==> src/rtl/xil_prim_pkg.sv <==
// rtl/xil_prim_pkg.sv - shared primitive types: iserdes aligner state encoding and lock threshold
package xil_prim_pkg;

  typedef enum logic [1:0] {
    AL_HUNT   = 2'd0,
    AL_SLIP   = 2'd1,
    AL_WAIT   = 2'd2,
    AL_LOCKED = 2'd3
  } align_state_e;

  localparam int ALIGN_MATCHES = 4;
  localparam int ALIGN_CNT_W   = $clog2(ALIGN_MATCHES);

endpackage

==> src/rtl/iserdes_sdr_align.sv <==
// rtl/iserdes_sdr_align.sv - training-word aligner; slips the deserializer until TRAIN_PATTERN repeats
module iserdes_sdr_align
  import xil_prim_pkg::*;
#(
  parameter int         DATA_WIDTH    = 8,
  parameter logic [7:0] TRAIN_PATTERN = 8'h5C
) (
  input  logic                  clk_i,
  input  logic                  rst_i,
  input  logic                  ce_i,
  input  logic [DATA_WIDTH-1:0] q_i,
  input  logic                  q_valid_i,
  input  logic                  slip_block_i,
  output logic                  slip_o,
  output logic                  aligned_o
);

  align_state_e             state_q, state_d;
  logic [ALIGN_CNT_W-1:0]   match_q, match_d;

  always_ff @(posedge clk_i or posedge rst_i) begin
    if (rst_i) begin
      state_q <= AL_HUNT;
      match_q <= '0;
    end else begin
      state_q <= state_d;
      match_q <= match_d;
    end
  end

  always_comb begin
    state_d   = state_q;
    match_d   = match_q;
    slip_o    = 1'b0;
    aligned_o = 1'b0;
    unique case (state_q)
      AL_HUNT: begin
        if (q_valid_i) begin
          if (q_i == TRAIN_PATTERN[DATA_WIDTH-1:0]) begin
            if (match_q == ALIGN_CNT_W'(ALIGN_MATCHES - 1)) state_d = AL_LOCKED;
            else                                            match_d = match_q + 1'b1;
          end else begin
            match_d = '0;
            state_d = AL_SLIP;
          end
        end
      end
      // Hold the pulse until an enabled edge can actually take it.
      AL_SLIP: begin
        slip_o = 1'b1;
        if (ce_i) state_d = AL_WAIT;
      end
      AL_WAIT: begin
        if (!slip_block_i) state_d = AL_HUNT;
      end
      AL_LOCKED: aligned_o = 1'b1;
      default:   state_d = AL_HUNT;
    endcase
  end

endmodule

==> src/rtl/iserdes_sdr.sv <==
// rtl/iserdes_sdr.sv - SDR serial-to-parallel deserializer with bitslip; ISERDES_SDR_ALIGN_EN adds the training aligner
module iserdes_sdr #(
  parameter int         DATA_WIDTH    = 8,
  parameter logic [7:0] INIT_Q        = 8'h00,
  parameter logic [7:0] TRAIN_PATTERN = 8'h5C
) (
  input  logic                  CLK,
  input  logic                  RST,
  input  logic                  CE,
  input  logic                  D,
  input  logic                  BITSLIP,
  output logic [DATA_WIDTH-1:0] Q,
  output logic                  Q_VALID,
  output logic                  ALIGNED
);

  localparam int            CW   = $clog2(DATA_WIDTH);
  localparam logic [CW-1:0] LAST = CW'(DATA_WIDTH - 1);

  logic [DATA_WIDTH-1:0] shift_q, shift_d;
  logic [DATA_WIDTH-1:0] q_q, q_d;
  logic [CW-1:0]         cnt_q, cnt_d;
  logic                  valid_q, valid_d;
  logic                  block_q, block_d;
  logic                  seen_q, seen_d;
  logic                  align_slip;
  logic                  slip_take;

`ifdef ISERDES_SDR_ALIGN_EN
  iserdes_sdr_align #(
    .DATA_WIDTH    (DATA_WIDTH),
    .TRAIN_PATTERN (TRAIN_PATTERN)
  ) u_align (
    .clk_i        (CLK),
    .rst_i        (RST),
    .ce_i         (CE),
    .q_i          (q_q),
    .q_valid_i    (valid_q),
    .slip_block_i (block_q),
    .slip_o       (align_slip),
    .aligned_o    (ALIGNED)
  );
`else
  // The training word is only consumed by the aligner.
  logic unused_train;
  assign unused_train = ^TRAIN_PATTERN;
  assign align_slip   = 1'b0;
  assign ALIGNED      = 1'b0;
`endif

  always_comb begin
    shift_d   = shift_q;
    cnt_d     = cnt_q;
    q_d       = q_q;
    valid_d   = 1'b0;
    block_d   = block_q;
    seen_d    = seen_q;
    slip_take = (BITSLIP | align_slip) & ~block_q;
    if (CE) begin
      shift_d = {shift_q[DATA_WIDTH-2:0], D};
      if (slip_take) begin
        block_d = 1'b1;
        seen_d  = 1'b0;
      end else if (cnt_q == LAST) begin
        cnt_d   = '0;
        q_d     = {shift_q[DATA_WIDTH-2:0], D};
        valid_d = 1'b1;
        // Block releases on the second emitted word after a slip.
        if (block_q) begin
          seen_d = ~seen_q;
          if (seen_q) block_d = 1'b0;
        end
      end else begin
        cnt_d = cnt_q + 1'b1;
      end
    end
  end

  always_ff @(posedge CLK or posedge RST) begin
    if (RST) begin
      shift_q <= '0;
      cnt_q   <= '0;
      q_q     <= INIT_Q[DATA_WIDTH-1:0];
      valid_q <= 1'b0;
      block_q <= 1'b0;
      seen_q  <= 1'b0;
    end else begin
      shift_q <= shift_d;
      cnt_q   <= cnt_d;
      q_q     <= q_d;
      valid_q <= valid_d;
      block_q <= block_d;
      seen_q  <= seen_d;
    end
  end

  assign Q       = q_q;
  assign Q_VALID = valid_q;

endmodule

==> config.mk <==
export PLATFORM = sky130hd
export DESIGN_NAME = iserdes_sdr
export DESIGN_NICKNAME = d
export VERILOG_FILES = /design/src/rtl/xil_prim_pkg.sv /design/src/rtl/iserdes_sdr_align.sv /design/src/rtl/iserdes_sdr.sv
export SDC_FILE = /design/constraint.sdc
export NUM_CORES = 1
export LEC_CHECK = 0
export BUFFER_PORTS_ARGS = -buffer_cell sky130_fd_sc_hd__buf_4
export CAP_MARGIN = 20
export CORE_AREA = 2 2 51 53
export CTS_CLUSTER_SIZE = 30
export DETAILED_ROUTE_END_ITERATION = 7
export DIE_AREA = 0 0 53 55
export GPL_TIMING_DRIVEN = 0
export SLEW_MARGIN = 0
export SYNTH_ARGS = -nofsm -noshare
export SYNTH_HDL_FRONTEND = slang
export SYNTH_HIERARCHICAL = 1
export SYNTH_SLANG_ARGS = --single-unit
==> constraint.sdc <==
create_clock -name CLK -period 1.4 [get_ports CLK]
set_input_delay 0.28 -clock CLK [delete_from_list [all_inputs] [get_ports CLK]]
set_output_delay 0.28 -clock CLK [all_outputs]
set_load 0.005 [all_outputs]
==> metrics.txt <==
status=finished with violations; violated checks=setup timing; flops & latches, synth=21; Final Skew=0.000989 ns; most instantiated cells after synthesis=dfrtp_1, mux2_2, mux2_4; initial antenna violation count=0; Critical Path AT=1.66 ns; Post-synth ARST share=100%; Clk pwr share=between 10% and 20%; Cell Area, Synth=898 um^2; Seq/Total Area, Yosys=58.5%; die area=2920 um^2; wire per inst=13.7 um; I/O Buffers=13; Remaining Overflow, GRT=0; Post-synth EDFFs=0; endpoints failing setup=8; Most used DFF post-synth=dfrtp_1; Post-Synthesis Net Count=67; critical path capture point type=flop; All-Layer GR Usage=12.8%; combinational group share of total power=39.7%; IO Count=15; Internal=roughly 1.6 mW; worst slew pin tran=0.781 ns; worst slack at placement=-0.0733 ns; Vert. Die Dim=55 um; Warnings, synthesis=6; final worst setup slack=-0.0680 ns; fin. max-slew vios=0; clk slew on worst S/H paths=about 0.11 ns; Hold Fails Final Rpt=0; RSZ-0062 raised after global routing=true; CP Buf/Inv Count=1; Max stage delay on crit path=0.43 ns; Min-Delay Path Class=input pin to async pin; worst skew pair latency=about 0.3 ns; Post-Syn Instances=59; leading post-synthesis cells by cell area=dfrtp_1, mux2_4, mux2_2; Reg power frac=between 40% and 50%; Netlist cell types=18; chip width=about 53 um; CTS max path bufs=2; RD Place Congestion=0.800; Tcrit/Tclk final=105%; area leader, netlist=dfrtp_1; Clock Sinks=21; Antenna Cells=0; DRC Markers=0; most frequent cell after synthesis=dfrtp_1; first-pass GRT wire length=between 2000 and 3000 um; largest net degree at the start of global routing=22; CP max FO=5; htree depth=1; cell family with most CP delay=flip-flops; syn avg cell area=15.2 um^2; Max-slew headroom=47.9%; Max rail drop VDD=0.00101 V; Max-cap violations=0; R2R Setup Slk=-0.07 ns; starting density of the core=38.0%; CTS tree=built; CORE AREA=between 2000 and 2500 um^2; R2R cell count=5; Slowest cell on crit path=dfrtp_1; critical path launch point type=flop; P_sw=roughly 630 uW; reg-to-reg startpoint=cnt_q[0]; Inserted Clock Buffers=3; Pwr Density=1950 nW/um^2; Power Total=2.20 mW; Yosys top cell area share=between 50% and 60%; fin crit period=1.47 ns; Total Wirelength=1510 um; DP Wirelength=1000 um; Crit Path Class=flop to flop; drt pass-1 iters=4; Worst EP required=1.59 ns; switching part of the total=about 29%; antenna viol nets, final=0; CP most frequent cell=ha_4; nets=89; area grow syn2layout=25.3%; layout cells sized above 1=a little under three fifths; clk root buf=clkbuf_4; DRT iter0 DRCs=7; critical path cell sequence=ha_4 > ha_4 > o211a_4 > buf_6 > mux2_4; Leak=0.523 nW; number of global-route vias before repair=591; DR vias=514; fmax=approximately 680 MHz; Vias/cell=about 4.7; Final Core Density=47.6%; Std-Cell Rows=18; hold-fix buffer count after cts=0; Worst R2R End=Q[1]
==> worst max path at each step <==
| stage | from | end | slack [ns] | cells after the start |
|---|---|---|---|---|
| after floorplan | cnt_q[0] | Q[0] | 0.01 | 5 |
| after global placement | cnt_q[0] | Q[0] | -0.06 | 5 |
| after detailed placement | cnt_q[0] | Q[1] | -0.07 | 5 |
| after CTS | cnt_q[0] | Q[1] | -0.06 | 5 |
| after global routing | cnt_q[1] | Q[1] | -0.10 | 5 |
| final | cnt_q[0] | Q[1] | -0.07 | 5 |
==> registers in the layout, indices dropped and copies added, names as in the netlist <==
register,flops
Q,8
shift_q,7
cnt_q,3
Q_VALID,1
block_q,1
seen_q,1
==> through the flow <==
| stage | TNS [ns] | hold WS, ns | std cells | area (um^2) |
|---|---|---|---|---|
| 2_1_floorplan | 0 | 0.257 | 59 | 913 |
| 3_3_place_gp | -0.433 | 0.465 | 102 | 1050 |
| 3_5_place_dp | -0.503 | 0.486 | 102 | 1050 |
| 4_1_cts | -0.368 | 0.148 | 109 | 1120 |
| 5_1_grt | -0.817 | 0.185 | 110 | 1130 |
| 6_report | -0.403 | 0.116 | 110 | 1130 |
==> cell usage in the layout, fill, tap and decap left out <==
master	count
ha_4	2
dfrtp_1	21
buf_4	17
clkbuf_4	3
conb_1	1
mux2_2	10
ha_1	1
clkbuf_1	1
nand4b_1	1
mux2_4	8
nand2_1	2
inv_1	2
buf_2	1
a21oi_1	1
nor2b_1	1
nor2_1	1
o211ai_1	1
buf_6	2
a41oi_1	1
o211a_4	1
o21ai_0	2
==> logic make-up (layout without fill, tap and decap cells) <==
| kind of cell | after synthesis | after routing | synth area share (%) |
|---|---|---|---|
| DFF | 21 | 21 | 58.5 |
| muxes | 18 | 18 | 25.9 |
| other | 1 | 1 | 0.417 |
| adders and majority gates | 3 | 3 | 4.18 |
| AOI/OAI and AO/OA | 6 | 6 | 4.60 |
| buffers and inverters | 5 | 26 | 3.48 |
| and+or+nand+nor | 5 | 5 | 2.93 |
==> timing repair <==
item | 4_1_cts | 5_1_grt
setup buffers | 2 | 1
gates resized for setup | 4 | 0
cloned | 1 | 0
endpoints found under the setup margin | 8 | 11
pin swaps | 2 | 0
==> routing by layer <==
| layer | vias to the layer above | global-route usage [%] | wire, um |
|---|---|---|---|
| met3 | 2 | 2.69 | 74 |
| met5 | - | 0 | 0 |
| li1 | 244 | - | - |
| met4 | 0 | 5.13 | 15 |
| met2 | 19 | 23.8 | 763 |
| met1 | 249 | 14.3 | 657 |
==> final cells by class <==
type	instances	area, um^2
tap	30	37.5
inverter	2	7.51
clock buffer	4	26.3
multi-input combinational	33	374
fill	221	1240
timing repair buffer	17	131
sequential	21	526
buffer	3	23.8
==> power by group through the flow <==
stage                     registers (mW)  logic, mW  clock network (mW)
after floorplan                     1.01      0.497                   0
after global placement              1.02      0.749                   0
after CTS                           1.04      0.854               0.299
after global routing                1.08      0.979               0.324
final                               1.04      0.872               0.285
after detailed placement            1.04      0.774                   0
(Power assumes the default switching activity.)
